$ cat config.mk
export PLATFORM = sky130hd
export DESIGN_NAME = mold_hdr_tracker
export DESIGN_NICKNAME = d
export VERILOG_FILES = /design/src/rtl/mold_hdr_tracker.sv
export SDC_FILE = /design/constraint.sdc
export NUM_CORES = 1
export LEC_CHECK = 0
export BUFFER_PORTS_ARGS = -buffer_cell sky130_fd_sc_hd__buf_4
export CAP_MARGIN = 40
export CORE_MARGIN = 2
export CORE_UTILIZATION = 57
export CTS_CLUSTER_SIZE = 25
export DETAILED_ROUTE_END_ITERATION = 8
export GPL_TIMING_DRIVEN = 0
export PLACE_DENSITY = 0.84
export SYNTH_ARGS = -nofsm -noshare
export SYNTH_HDL_FRONTEND = slang
export SYNTH_SLANG_ARGS = --single-unit
$ cat constraint.sdc
create_clock -name clk -period 5.2 [get_ports clk]
set_input_delay 0 -clock clk [delete_from_list [all_inputs] [get_ports clk]]
set_output_delay 0 -clock clk [all_outputs]
set_load 0.01 [all_outputs]
$ cat src/rtl/mold_hdr_tracker.sv
// mold_hdr_tracker: MoldUDP64 downstream-header decoder and sequence tracker.
// Captures the 20-byte header (session, sequence, count) at byte offset
// HDR_OFFSET of each packet, publishes it in host order and classifies the
// packet against the expected sequence number.
// Optional feature macro: MOLD_SEQ_TRACK_EN (sequence gap/dup tracking).
//
// Input handshake: a beat is consumed on every rising edge where in_valid is
// high; there is no ready, so the source may present one beat per cycle.
// in_sop/in_eop are meaningful only on valid beats.
module mold_hdr_tracker #(
  parameter int DATA_W     = 64,
  parameter int HDR_OFFSET = 44
) (
  input  logic              clk,
  input  logic              rst,
  input  logic [DATA_W-1:0] data_in,
  input  logic              in_valid,
  input  logic              in_sop,
  input  logic              in_eop,
  output logic [79:0]       session_id,
  output logic [63:0]       seq_num,
  output logic [15:0]       msg_count,
  output logic              hdr_valid,
  output logic              heartbeat,
  output logic              end_session,
  output logic              short_pkt,
  output logic              session_chg,
  output logic [63:0]       expected_seq,
  output logic              seq_gap,
  output logic              seq_dup
);

  localparam int B         = DATA_W / 8;
  localparam int HDR_LEN   = 20;
  localparam int HDR_BITS  = HDR_LEN * 8;
  localparam int LAST_BEAT = (HDR_OFFSET + HDR_LEN - 1) / B;
  localparam int CNT_MAX   = (HDR_OFFSET + HDR_LEN + B - 1) / B + 1;
  localparam int CNT_W     = $clog2(CNT_MAX + 1);

  typedef enum logic [1:0] {
    IDLE    = 2'd0,
    CAPTURE = 2'd1,
    DONE    = 2'd2
  } state_t;

  state_t               state;
  logic [CNT_W-1:0]     beat_cnt;
  logic [CNT_W-1:0]     cur_beat;
  logic [HDR_BITS-1:0]  shadow;
  logic [HDR_BITS-1:0]  shadow_nxt;
  logic                 sync_pend;
  logic                 active;
  logic                 complete;
  logic [79:0]          sid_n;
  logic [63:0]          seq_n;
  logic [15:0]          cnt_n;
  logic                 end_n;
  logic                 chg_n;
  logic                 unused_lanes;

  // Lanes outside the header window are intentionally dropped.
  assign unused_lanes = ^data_in;

  // Index of the beat on the bus: an SOP beat is always beat 0.
  assign cur_beat = in_sop ? '0 : beat_cnt;
  // A beat belongs to a packet being captured if it starts one or continues one.
  assign active   = in_valid && (in_sop || (state == CAPTURE));
  assign complete = active && (cur_beat == CNT_W'(LAST_BEAT));

  // Merge header lanes of the current beat into the shadow; H[0] sits at the top.
  always_comb begin
    shadow_nxt = shadow;
    for (int k = 0; k < HDR_LEN; k++) begin
      if (active && (cur_beat == CNT_W'((HDR_OFFSET + k) / B))) begin
        shadow_nxt[HDR_BITS-1-8*k -: 8] = data_in[8*((HDR_OFFSET + k) % B) +: 8];
      end
    end
  end

  assign sid_n = shadow_nxt[159:80];
  assign seq_n = shadow_nxt[79:16];
  assign cnt_n = shadow_nxt[15:0];
  assign end_n = (cnt_n == 16'hFFFF);
  // The first header after reset is always treated as a new session.
  assign chg_n = sync_pend || (sid_n != session_id);

  // Beat position within the packet, saturating once past the header.
  always_ff @(posedge clk or negedge rst) begin
    if (!rst) begin
      beat_cnt <= '0;
    end else if (in_valid) begin
      if (in_sop) begin
        beat_cnt <= CNT_W'(1);
      end else if (beat_cnt != CNT_W'(CNT_MAX)) begin
        beat_cnt <= beat_cnt + CNT_W'(1);
      end
    end
  end

  // Packet FSM, shadow capture, header publication and pulses.
  always_ff @(posedge clk or negedge rst) begin
    if (!rst) begin
      state       <= IDLE;
      shadow      <= '0;
      sync_pend   <= 1'b1;
      session_id  <= '0;
      seq_num     <= '0;
      msg_count   <= '0;
      hdr_valid   <= 1'b0;
      heartbeat   <= 1'b0;
      end_session <= 1'b0;
      short_pkt   <= 1'b0;
      session_chg <= 1'b0;
    end else begin
      hdr_valid   <= 1'b0;
      heartbeat   <= 1'b0;
      end_session <= 1'b0;
      short_pkt   <= 1'b0;
      session_chg <= 1'b0;
      shadow      <= shadow_nxt;
      if (active) begin
        if (complete) begin
          state       <= in_eop ? IDLE : DONE;
          session_id  <= sid_n;
          seq_num     <= seq_n;
          msg_count   <= cnt_n;
          hdr_valid   <= 1'b1;
          heartbeat   <= (cnt_n == 16'h0000);
          end_session <= end_n;
          session_chg <= chg_n;
          sync_pend   <= 1'b0;
        end else if (in_eop) begin
          state     <= IDLE;
          short_pkt <= 1'b1;
        end else begin
          state <= CAPTURE;
        end
      end else if (in_valid && (state == DONE) && in_eop) begin
        state <= IDLE;
      end
    end
  end

`ifdef MOLD_SEQ_TRACK_EN
  logic [63:0] sum_n;
  logic [63:0] max_n;

  assign sum_n = seq_n + {48'd0, cnt_n};
  assign max_n = (sum_n > expected_seq) ? sum_n : expected_seq;

  // Sequence classification; a new session resynchronises without flagging.
  always_ff @(posedge clk or negedge rst) begin
    if (!rst) begin
      expected_seq <= '0;
      seq_gap      <= 1'b0;
      seq_dup      <= 1'b0;
    end else begin
      seq_gap <= 1'b0;
      seq_dup <= 1'b0;
      if (complete) begin
        if (chg_n) begin
          if (!end_n) expected_seq <= sum_n;
        end else begin
          seq_gap <= (seq_n > expected_seq);
          seq_dup <= (seq_n < expected_seq);
          if (!end_n) expected_seq <= max_n;
        end
      end
    end
  end
`else
  assign expected_seq = '0;
  assign seq_gap      = 1'b0;
  assign seq_dup      = 1'b0;
`endif

endmodule

# Word-level counts from Yosys, hierarchy flattened

Index checks and enable logic that the tools add are counted.
Widths: inputs -> output; s select.

Logic and storage cells: 73
Input port bits: 69
Register bits after elaboration: 332
Output and inout bits: 231

$add $sub $neg: 1
Muxes and demuxes: 39
Eq/ne operators: 8
Reduce and logical (&&, ||, !) cells: 13

Operators by type and width:

| operator             | count |
|---|---|
| $mux 8               | 20 |
| $ne 80x80->1         | 1 |
| $eq 16x16->1 const B | 1 |
| $logic_not 16->1     | 1 |
| $eq 4x3->1 const B   | 3 |
| $mux 1               | 12 |
| $mux 4               | 3 |
| $mux 2               | 4 |
| $logic_and 1x1->1    | 6 |
| $add 4x1->4 const B  | 1 |
| $ne 4x4->1 const B   | 1 |
| $reduce_and 2->1     | 2 |
| $reduce_bool 2->1    | 2 |
| $eq 2x1->1 const B   | 1 |
| $eq 2x2->1 const B   | 1 |
| $logic_or 1x1->1     | 2 |

# Logic depth before layout (Yosys ltp)

Gate-level depths: netlist of run 1.

Depth after elaboration: 9
Mapped depth: 12
Gate-level depth less buffers: 9

# Worst setup path before layout of run 1

Ideal clock, no wire load.

Kind: register to register
From: register state[1]
To: register session_chg
Path slack: 2.731 ns
Stages on the path, launching flop included: 9
Setup time: 0.136 ns
Period minus slack after synthesis: 2.469 ns
Required time: 5.064 ns
Buffers on the path: 0
Arrival time: 2.333 ns
Cells stage by stage: dfrtp_1 > nand4bb_1 > nor2_2 > mux2i_1 > o22ai_1 > or4_1 > nor4_1 > and4_1 > a31oi_1

Longest elaborated chain between the ends: 9
Elaborated cells between the ends (all ways): 20
Classes of those cells: eq/ne (2); mux (12); reduce/logical (6)

RTL lines:

| element                | line | text |
|---|---|---|
| from (decl)            | 46   | `state_t state;` |
| from (signal assigned) | 123  | `state <= in_eop ? IDLE : DONE;` |
| $eq 2x1->1 *           | 67   | `assign active = in_valid && (in_sop \|\| (state == CAPTURE));` |
| $logic_or 1x1->1 *     | 67   |  |
| $logic_and 1x1->1 *    | 67   |  |
| $logic_and 1x1->1      | 74   | `if (active && (cur_beat == CNT_W'((HDR_OFFSET + k) / B))) begin` |
| $mux 8                 | 74   |  |
| $ne 80x80->1           | 85   | `assign chg_n = sync_pend \|\| (sid_n != session_id);` |
| $logic_or 1x1->1       | 85   |  |
| $mux 1                 | 122  | `if (complete) begin` |
| $mux 1 *               | 121  | `if (active) begin` |
| to (signal assigned)   | 130  | `session_chg <= chg_n;` |
| to (decl)              | 27   | `output logic session_chg,` |

Every way passes the cells marked *; elsewhere a longest branch is shown, timed or not.
A chain may end at the register's enable or synchronous reset.

# Final worst setup path of run 1

From: register beat_cnt[3]
To: register session_chg

Longest elaborated chain between the ends: 8
Elaborated cells between the ends (all ways): 21
Classes of those cells: eq/ne (4); mux (13); reduce/logical (4)

RTL lines:

| element                | line | text |
|---|---|---|
| from (decl)            | 47   | `logic [CNT_W-1:0] beat_cnt;` |
| from (signal assigned) | 95   | `beat_cnt <= beat_cnt + CNT_W'(1);` |
| $mux 4 *               | 65   | `assign cur_beat = in_sop ? '0 : beat_cnt;` |
| $eq 4x3->1             | 74   |  |
| $logic_and 1x1->1      | 74   |  |
| $mux 8                 | 74   |  |
| $ne 80x80->1           | 85   |  |
| $logic_or 1x1->1       | 85   |  |
| $mux 1 *               | 122  |  |
| $mux 1 *               | 121  |  |

Marked as above.

==> impl_metrics.json, run 1 <==
{
  "status": "finished, final reports clean",
  "cts_tree": "done",
  "ios": 300,
  "critPathLaunchType": "flop",
  "synth_cells": 1286,
  "cts_sinks": 277,
  "row_count": 53,
  "first_global_vias": 11130,
  "power_uw": 8021,
  "crit_fanout": 9,
  "mostFrequentLayoutCell": "nand2_1",
  "rsz0062_at_grt": "no",
  "cap_violations": 0,
  "drive_gt1_frac": 0.2184,
  "tns_ps": 0,
  "final_core_util": 0.7742,
  "port_buffers": 233,
  "cts_setup_buffers": 0,
  "fin_nets": 1759,
  "powerDensity_mw_per_mm2": 491.3,
  "grt.total_usage": 0.3679,
  "design_area_mm2": 0.01633,
  "fp.coreArea_mm2": 0.02109,
  "fill_cells": 1390,
  "crit_path_end_kind": "flop",
  "syn_to_final_growth_pct": 33.07,
  "gp_congestion": 0.9578,
  "ys_types": 60,
  "fmax_mhz": 270.8,
  "critPathSlowestCell": "nor2_1",
  "drt-total-wl_um": 41790,
  "hpwl_um": 28670,
  "initial_core_util": 0.5818,
  "min_path_type": "in -> reg",
  "die_area_mm2": 0.02272,
  "grt_first_pass_wirelength_um": 62510,
  "layout_common_cells": "nand2_1, buf_4, dfrtp_1",
  "dr.pass1.iters": 7,
  "worstSkewPairLatency_ps": 560,
  "finalSetupViolCount": 0,
  "crit_path_max_incr_delay_ps": 860,
  "synth_top_cell_by_area": "dfrtp_1",
  "p_leak_uw": 0.009225,
  "synthTopCellsByArea": "dfrtp_1, nand2_1, buf_4, mux2i_1, a21oi_1",
  "synth_area_per_cell_um2": 9.541,
  "die_height_um": 150.7,
  "worst_slew_pin_slew_ps": 952.9,
  "placedInstanceArea_mm2": 0.01467,
  "die_w_um": 150.7,
  "post-route-period-util": 0.7102,
  "wl_per_cell_um": 21.05,
  "drc": 0,
  "cts_buffers": 28,
  "grt-ovfl-total": 0,
  "critPathArrivalTime_ps": 4080,
  "yosysSeqAreaShare": 0.5651,
  "hold_viol_final": 0,
  "vias": 11320,
  "cts_root_buf": "clkbuf_16",
  "clkSlewWorstSetupHoldPaths_ps": 70,
  "cts_max_level": 1,
  "vdd_drop_max_mv": 0.2936,
  "path_class": "reg -> reg",
  "crit_buf_inv": 0,
  "min_period_ps": 3693,
  "antenna_found_initial": 2,
  "viasPerCell": 5.705,
  "drv_slew": 0,
  "clock_skew_ps": 19.90,
  "synthesis.area_mm2": 0.01227,
  "max_slew_margin": 0.3589,
  "ys_seq_elements": 277,
  "cp.required_ps": 5590,
  "synth_edf_count": 0,
  "critPathTopFamily": "simple AND/OR/NAND/NOR gates",
  "drt-initial-drc-count": 1303,
  "whs_ps": 202.8,
  "path_cells": "nand4bb_1 > nor2_1 > o21ai_0 > a211oi_1 > nand4_1 > nor4_1 > and4_1 > a31oi_1",
  "synth_top_area_share": 0.5629,
  "postRouteAntennaNets": 0,
  "yosysWarningCount": 0,
  "synthFlopType": "dfrtp_1",
  "cts.path.max_buffers": 3,
  "grt_max_degree": 128,
  "async_flop_share": 1.000
}
==> registers in the layout, summed over array words and instances (netlist names) <==
register	count
hdr_valid	1
msg_count	16
heartbeat	1
shadow	105
sync_pend	1
session_id	80
session_chg	1
seq_num	64
state	2
short_pkt	1
end_session	1
beat_cnt	4
==> cell usage after synthesis (3+ instances only) <==
master,number
buf_1,3
xnor2_1,16
xor2_1,16
mux2i_1,47
a22oi_1,5
buf_6,7
mux2_2,6
clkbuf_1,42
nand3_1,11
nand4_1,10
nand2_1,361
nand4bb_1,3
inv_1,85
nor3_1,8
o22ai_1,12
nor4_1,15
a221oi_1,10
nor3b_1,8
o211ai_1,6
a21oi_1,74
o2bb2ai_1,8
buf_4,68
a31oi_1,24
dfrtp_1,276
a222oi_1,5
o21ai_0,19
or4_1,3
nor2_1,95
==> cell type report <==
type | count | area, um^2 | area share
antenna | 2 | 5.005 | 0.0003065
inverter | 85 | 319.1 | 0.01954
clock buffer | 41 | 820.8 | 0.05027
clock inverter | 9 | 98.84 | 0.006054
sequential | 277 | 6933 | 0.4246
tap | 275 | 344.1 | 0.02107
buffer | 122 | 768.2 | 0.04705
timing repair buffer | 307 | 2545 | 0.1559
multi-input combinational | 867 | 4493 | 0.2752
==> timing repair <==
| action | in CTS | in global routing |
|---|---|---|
| hold endpoints to repair | 541 | 0 |
| resized for setup | 0 | 0 |
| hold buffers | 71 | 0 |
==> where the power goes <==
| part | total [uW] | internal, uW | switching [uW] |
|---|---|---|---|
| Combinational | 2670 | 1220 | 1460 |
| Sequential | 3310 | 2790 | 516 |
| Clock | 2040 | 1190 | 854 |
==> layer usage <==
metal	global-route usage	share of wire	vias up
met1	0.4727	0.37	5497
met3	0.08788	0.10	167
met4	0.1897	0.056	2
met5	0	0.00038	-
li1	-	-	4917
met2	0.5852	0.48	741
==> worst paths after layout <==
| path | start | endpoint | slack (ps) | cells past startpoint |
|---|---|---|---|---|
| worst max-delay path | beat_cnt[3] | session_chg | 1510 | 8 |
| max in group asynchronous | rst | shadow[86] | 4020 | 4 |
| min in group asynchronous | rst | seq_num[60] | 520 | 4 |
| worst max register to register | beat_cnt[3] | session_chg | 1510 | 8 |
| worst min-delay path | data_in[16] | seq_num[24] | 200 | 4 |
| worst min register to register | shadow[66] | shadow[66] | 470 | 2 |
==> worst min-delay path: cells and delay by family <==
family                 cells  cell delay [ps]
buffers and inverters      2              620
and+or+nand+nor            2               90
==> cells by family (layout without fill, tap and decap cells) <==
kind of cell,Yosys count,after routing,share of synthesized area
AO/OA/AOI/OAI,180,180,0.09239
multiplexers,56,56,0.04793
AND/OR/NAND/NOR,531,531,0.1808
other,1,68,0.0003056
adder cells (fa/ha/maj),2,2,0.002039
XOR/XNOR,32,32,0.02284
buffers and inverters,207,564,0.08862
flip-flops,277,277,0.5651
==> stage by stage <==
stage / worst slack (ps) / instances
floorplan: 2731 / 1351
global placement: 1669 / 1859
detailed placement: 1677 / 1861
CTS: 1666 / 1982
global route: 1442 / 1984
finish: 1507 / 1985
No activity file was read; power rests on OpenSTA's default activity.
==> inputs of run 2 (changes only) <==
Settings changed: CORE_UTILIZATION 57 to 53, PLACE_DENSITY 0.84 to 0.79.
Clock period 5.2 ns to 3.85 ns, I/O delays scaled along.
==> run 2 against run 1 <==
Effect of this change:
- wire length fell by 3.5%
- fmax rose by 1.5%
- worst hold slack got worse by 190 ps
- critical endpoint unchanged
==> impl_metrics.json, run 2 (synthesis results as in run 1) <==
{
  "status": "finished, final reports clean",
  "antenna_found_initial": 0,
  "min_period_ps": 3639,
  "reg_top3": "shadow x105, session_id x80, seq_num x64",
  "crit_path_end_kind": "flop",
  "clkSlewWorstSetupHoldPaths_ps": 60,
  "cts_root_buf": "clkbuf_16",
  "die_height_um": 156.2,
  "drt-initial-drc-count": 1054,
  "cts_max_level": 1,
  "multi_input_area_mm2": 0.004493,
  "tns_ps": 0,
  "cap_violations": 0,
  "vias": 11000,
  "ios": 300,
  "final_cells": 1995,
  "drt-total-wl_um": 40340,
  "wl_per_cell_um": 20.22,
  "fill_cells": 1663,
  "initial_core_util": 0.5403,
  "cts_tree": "done",
  "mostFrequentLayoutCell": "nand2_1",
  "powerDensity_mw_per_mm2": 659.4,
  "cts.path.max_buffers": 3,
  "critPathLaunchType": "flop",
  "drv_slew": 0,
  "port_buffers": 233,
  "post-route-period-util": 0.9451,
  "viasPerCell": 5.512,
  "fin_nets": 1759,
  "routed.top_layer": "met4",
  "finalSetupViolCount": 0,
  "postRouteAntennaNets": 0,
  "crit_fanout": 11,
  "fp.coreArea_mm2": 0.02271,
  "dr.pass1.iters": 8,
  "worst_slew_pin_slew_ps": 910.9,
  "drive_gt1_frac": 0.2206,
  "hpwl_um": 28370,
  "layout_common_cells": "nand2_1, buf_4, dfrtp_1",
  "rsz0062_at_grt": "no",
  "grt-ovfl-total": 0,
  "top_register": "shadow",
  "first_global_vias": 10620,
  "row_count": 55,
  "min_path_type": "in -> reg",
  "syn_to_final_growth_pct": 33.28,
  "drc": 0,
  "grt_first_pass_wirelength_um": 60540,
  "placedCellCount": 1872,
  "register_area_mm2": 0.006933,
  "cts_buffers": 28,
  "cts_setup_buffers": 0,
  "max_slew_margin": 0.3905,
  "p_leak_uw": 0.009242,
  "met3_length_um": 3829,
  "cts_sinks": 277,
  "cp.required_ps": 4230,
  "clock_skew_ps": 8.507,
  "vdd_drop_max_mv": 0.4934,
  "hold_viol_final": 0,
  "largest_reg_flops": 105,
  "critPathArrivalTime_ps": 4020,
  "fmax_mhz": 274.8,
  "routed-wl-met2_um": 19300,
  "grt_max_degree": 124,
  "worstSkewPairLatency_ps": 540,
  "die_w_um": 156.2,
  "die_area_mm2": 0.02438,
  "gp_congestion": 0.9561,
  "wl_met1_um": 15500,
  "grt.total_usage": 0.3289,
  "path_class": "reg -> reg"
}
-- run 2: cell count changes in the layout (fill, tap and decap cells not counted), sizes merged --
cell         change
clkbuf           +2
bufinv           -1
dlygate4sd3      -1
buf              +1
diode            -1
-- run 2: path summary, 6_finish.rpt --
path | from | end | slack, ps | cells past startpoint
max in group asynchronous | rst | shadow[124] | 3200 | 3
min in group asynchronous | rst | shadow[2] | 30 | 3
max reg2reg | beat_cnt[0] | session_chg | 210 | 10
max | beat_cnt[0] | session_chg | 210 | 10
min reg2reg | shadow[74] | shadow[74] | 460 | 2
min | in_sop | beat_cnt[3] | 20 | 3
-- run 2: repair_timing --
action	4_1_cts	5_1_grt
endpoints found under the hold margin	541	0
resized for setup	0	0
endpoints found under the setup margin	0	0
hold buffers	70	0
-- run 2: routing by layer --
metal,vias up,track usage
met5,-,0
met4,0,0.1376
met3,134,0.07222
met2,624,0.5310
met1,5320,0.4337
li1,4918,-
-- run 2: final cells by class --
type                            count  share of cell area
Sequential cell                   277              0.4240
Multi-Input combinational cell    867              0.2748
Timing Repair Buffer              307              0.1557
Clock buffer                       43             0.05310
Buffer                            122             0.04698
Tap cell                          285             0.02181
Inverter                           85             0.01951
Clock inverter                      8            0.003979
Antenna cell                        1           0.0001530
-- run 2: metrics by stage --
stage          total power [uW]  area (um^2)    util  setup slack, ps  hold WS [ps]
2_1_floorplan              6112        12510       -             1381        -295.6
4_1_cts                   10720        16340  0.7194            225.9         2.386
3_3_place_gp               7783        14620  0.6437            301.1         203.4
6_report                  10780        16350  0.7201            211.3         15.12
5_1_grt                   11300        16350  0.7199            85.27         41.59
3_5_place_dp               7912        14690  0.6470            294.8        -103.9
-- run 2: critical path, stage by stage (launching register included) --
cell and delay (ps):
dfrtp_1 540, and4bb_2 330, nand2_4 170, buf_6 230, buf_6 240, mux2i_4 280
xnor2_1 180, nor4_1 790, nand4_1 210, nor4_1 300, a31oi_1 190
-- run 2: where the power goes --
part           internal (uW)  switching (uW)  leakage (uW)  total (uW)
Clock                   1610            1140      0.000469        2750
Combinational           1640            1940       0.00505        3580
Sequential              3770             682       0.00373        4450
Total                   7020            3760       0.00924       10800
==> inputs of run 3 (changes only) <==
Settings changed: PLACE_DENSITY 0.79 to 0.8.
==> run 3 against run 2 <==
Effect of this change:
- sequential cell count is the same
- global-route usage shrank 0.091 points
- largest power group unchanged
- register-to-register slack gained 100 ps
==> impl_metrics.json, run 3 (synthesis results as in run 1) <==
{
  "antenna_found_initial": 1,
  "path_class": "reg -> reg",
  "rsz0062_at_grt": "no",
  "design_area_mm2": 0.01643,
  "drt-initial-drc-count": 1048,
  "vdd_drop_max_mv": 0.4485,
  "cts.path.max_buffers": 3,
  "placedInstanceArea_mm2": 0.01468,
  "drt-total-wl_um": 40450,
  "die_area_mm2": 0.02438,
  "cts_resized": 0,
  "postRouteAntennaNets": 0,
  "crit_path_end_kind": "flop",
  "startpoint": "beat_cnt[0]",
  "r2r_slack_ps": 310,
  "mostFrequentLayoutCell": "nand2_1",
  "cts_buffers": 29,
  "finalSetupViolCount": 0,
  "largest_reg_flops": 105,
  "p_leak_uw": 0.009251,
  "post-route-period-util": 0.9183,
  "status": "finished, final reports clean",
  "max_slew_margin": 0.3683,
  "cts_tree": "done",
  "grt_max_degree": 129,
  "drc": 0,
  "top_register": "shadow",
  "vias": 11080,
  "viasPerCell": 5.565,
  "cts_sinks": 277,
  "grt-ovfl-total": 0,
  "power_uw": 11160,
  "grt.total_usage": 0.3280,
  "powerDensity_mw_per_mm2": 679.0,
  "crit_fanout": 11,
  "layout_common_cells": "nand2_1, buf_4, dfrtp_1",
  "grt_first_pass_wirelength_um": 60670,
  "critPathArrivalTime_ps": 3930,
  "worstSkewPairLatency_ps": 540,
  "critPathLaunchType": "flop",
  "cts_max_level": 1,
  "wl_per_cell_um": 20.32,
  "reg2reg_depth": 10,
  "fp.coreArea_mm2": 0.02271,
  "port_buffers": 233,
  "crit_end": "session_chg",
  "row_count": 55,
  "hpwl_um": 28500,
  "die_w_um": 156.2,
  "cp.required_ps": 4240,
  "first_global_vias": 10770,
  "min_path_type": "in -> async",
  "final_core_util": 0.7235,
  "fmax_mhz": 282.8,
  "drive_gt1_frac": 0.2229,
  "hold_viol_final": 0,
  "syn_to_final_growth_pct": 33.91,
  "clock_skew_ps": 11.87,
  "initial_core_util": 0.5403,
  "cts_root_buf": "clkbuf_16",
  "min_period_ps": 3536,
  "tns_ps": 0,
  "cap_violations": 0,
  "worst_slew_pin_slew_ps": 944.0,
  "reg_top3": "shadow x105, session_id x80, seq_num x64",
  "clkSlewWorstSetupHoldPaths_ps": 60,
  "dr.pass1.iters": 5,
  "ios": 300,
  "drv_slew": 0,
  "die_height_um": 156.2,
  "fin_nets": 1755,
  "gp_congestion": 0.9630,
  "rr_startpoint": "beat_cnt[0]",
  "worstReg2RegEnd": "session_chg"
}
==> run 3: cell count changes in the layout (fill, tap and decap cells not counted), sizes merged <==
cell          delta
buf              -2
clkinv           -1
dlygate4sd3      -2
bufinv           +6
clkinvlp         +3
dlymetal6s2s     -1
clkbuf           -7
==> run 3: worst max-delay path: stages (launching register included) <==
cell and delay [ps]:
dfrtp_1 530, and4bb_2 320, nand2_4 170, buf_6 230, buf_6 230, mux2i_4 280, xnor2_1 160, nor4_1 770
nand4_1 170, nor4_1 330, a31oi_1 180
==> run 3: layer usage <==
| layer | part of all wire | track usage |
|---|---|---|
| met1 | 0.39 | 0.4323 |
| met2 | 0.48 | 0.5310 |
| met3 | 0.095 | 0.06583 |
| met4 | 0.044 | 0.1437 |
| met5 | 0 | 0 |
==> run 3: cell type report <==
cell class	count	area, um^2
fill	1651	6280
sequential	277	6933
inverter	85	319.1
clock buffer	36	812.0
buffer	122	768.2
antenna	1	2.502
multi-input combinational	867	4493
tap	285	356.6
timing repair buffer	302	2482
clock inverter	16	262.8
==> run 3: through the flow <==
stage	std cells	worst slack [ps]	hold WS, ps
after floorplan	1351	1381	-295.6
after global placement	1869	418.5	205.2
after detailed placement	1871	400.0	-6.714
after CTS	1990	303.8	14.48
after global routing	1991	120.0	33.82
final	1991	314.4	9.014
==> run 3: how the worst min path moves through the flow <==
stage	startpoint	slack [ps]	depth (start not counted)	to
2_1_floorplan	rst	-300	0	beat_cnt[0]
4_1_cts	in_sop	10	3	beat_cnt[2]
6_report	rst	9	2	shadow[78]
3_5_place_dp	rst	-7	1	seq_num[62]
3_3_place_gp	data_in[32]	210	3	seq_num[8]
5_1_grt	in_sop	30	3	beat_cnt[3]
==> run 3: power breakdown <==
group          leakage [uW]  internal [uW]  total, uW  switching (uW)
logic               0.00500           1640       3570            1930
clock network      0.000525           1960       3140            1180
registers           0.00373           3770       4450             679
total               0.00925           7370      11200            3790
==> run 3: repair_timing <==
item / 4_1_cts / 5_1_grt
hold buffers: 67 / 0
endpoints found under the hold margin: 417 / 0
setup buffers: 0 / 0
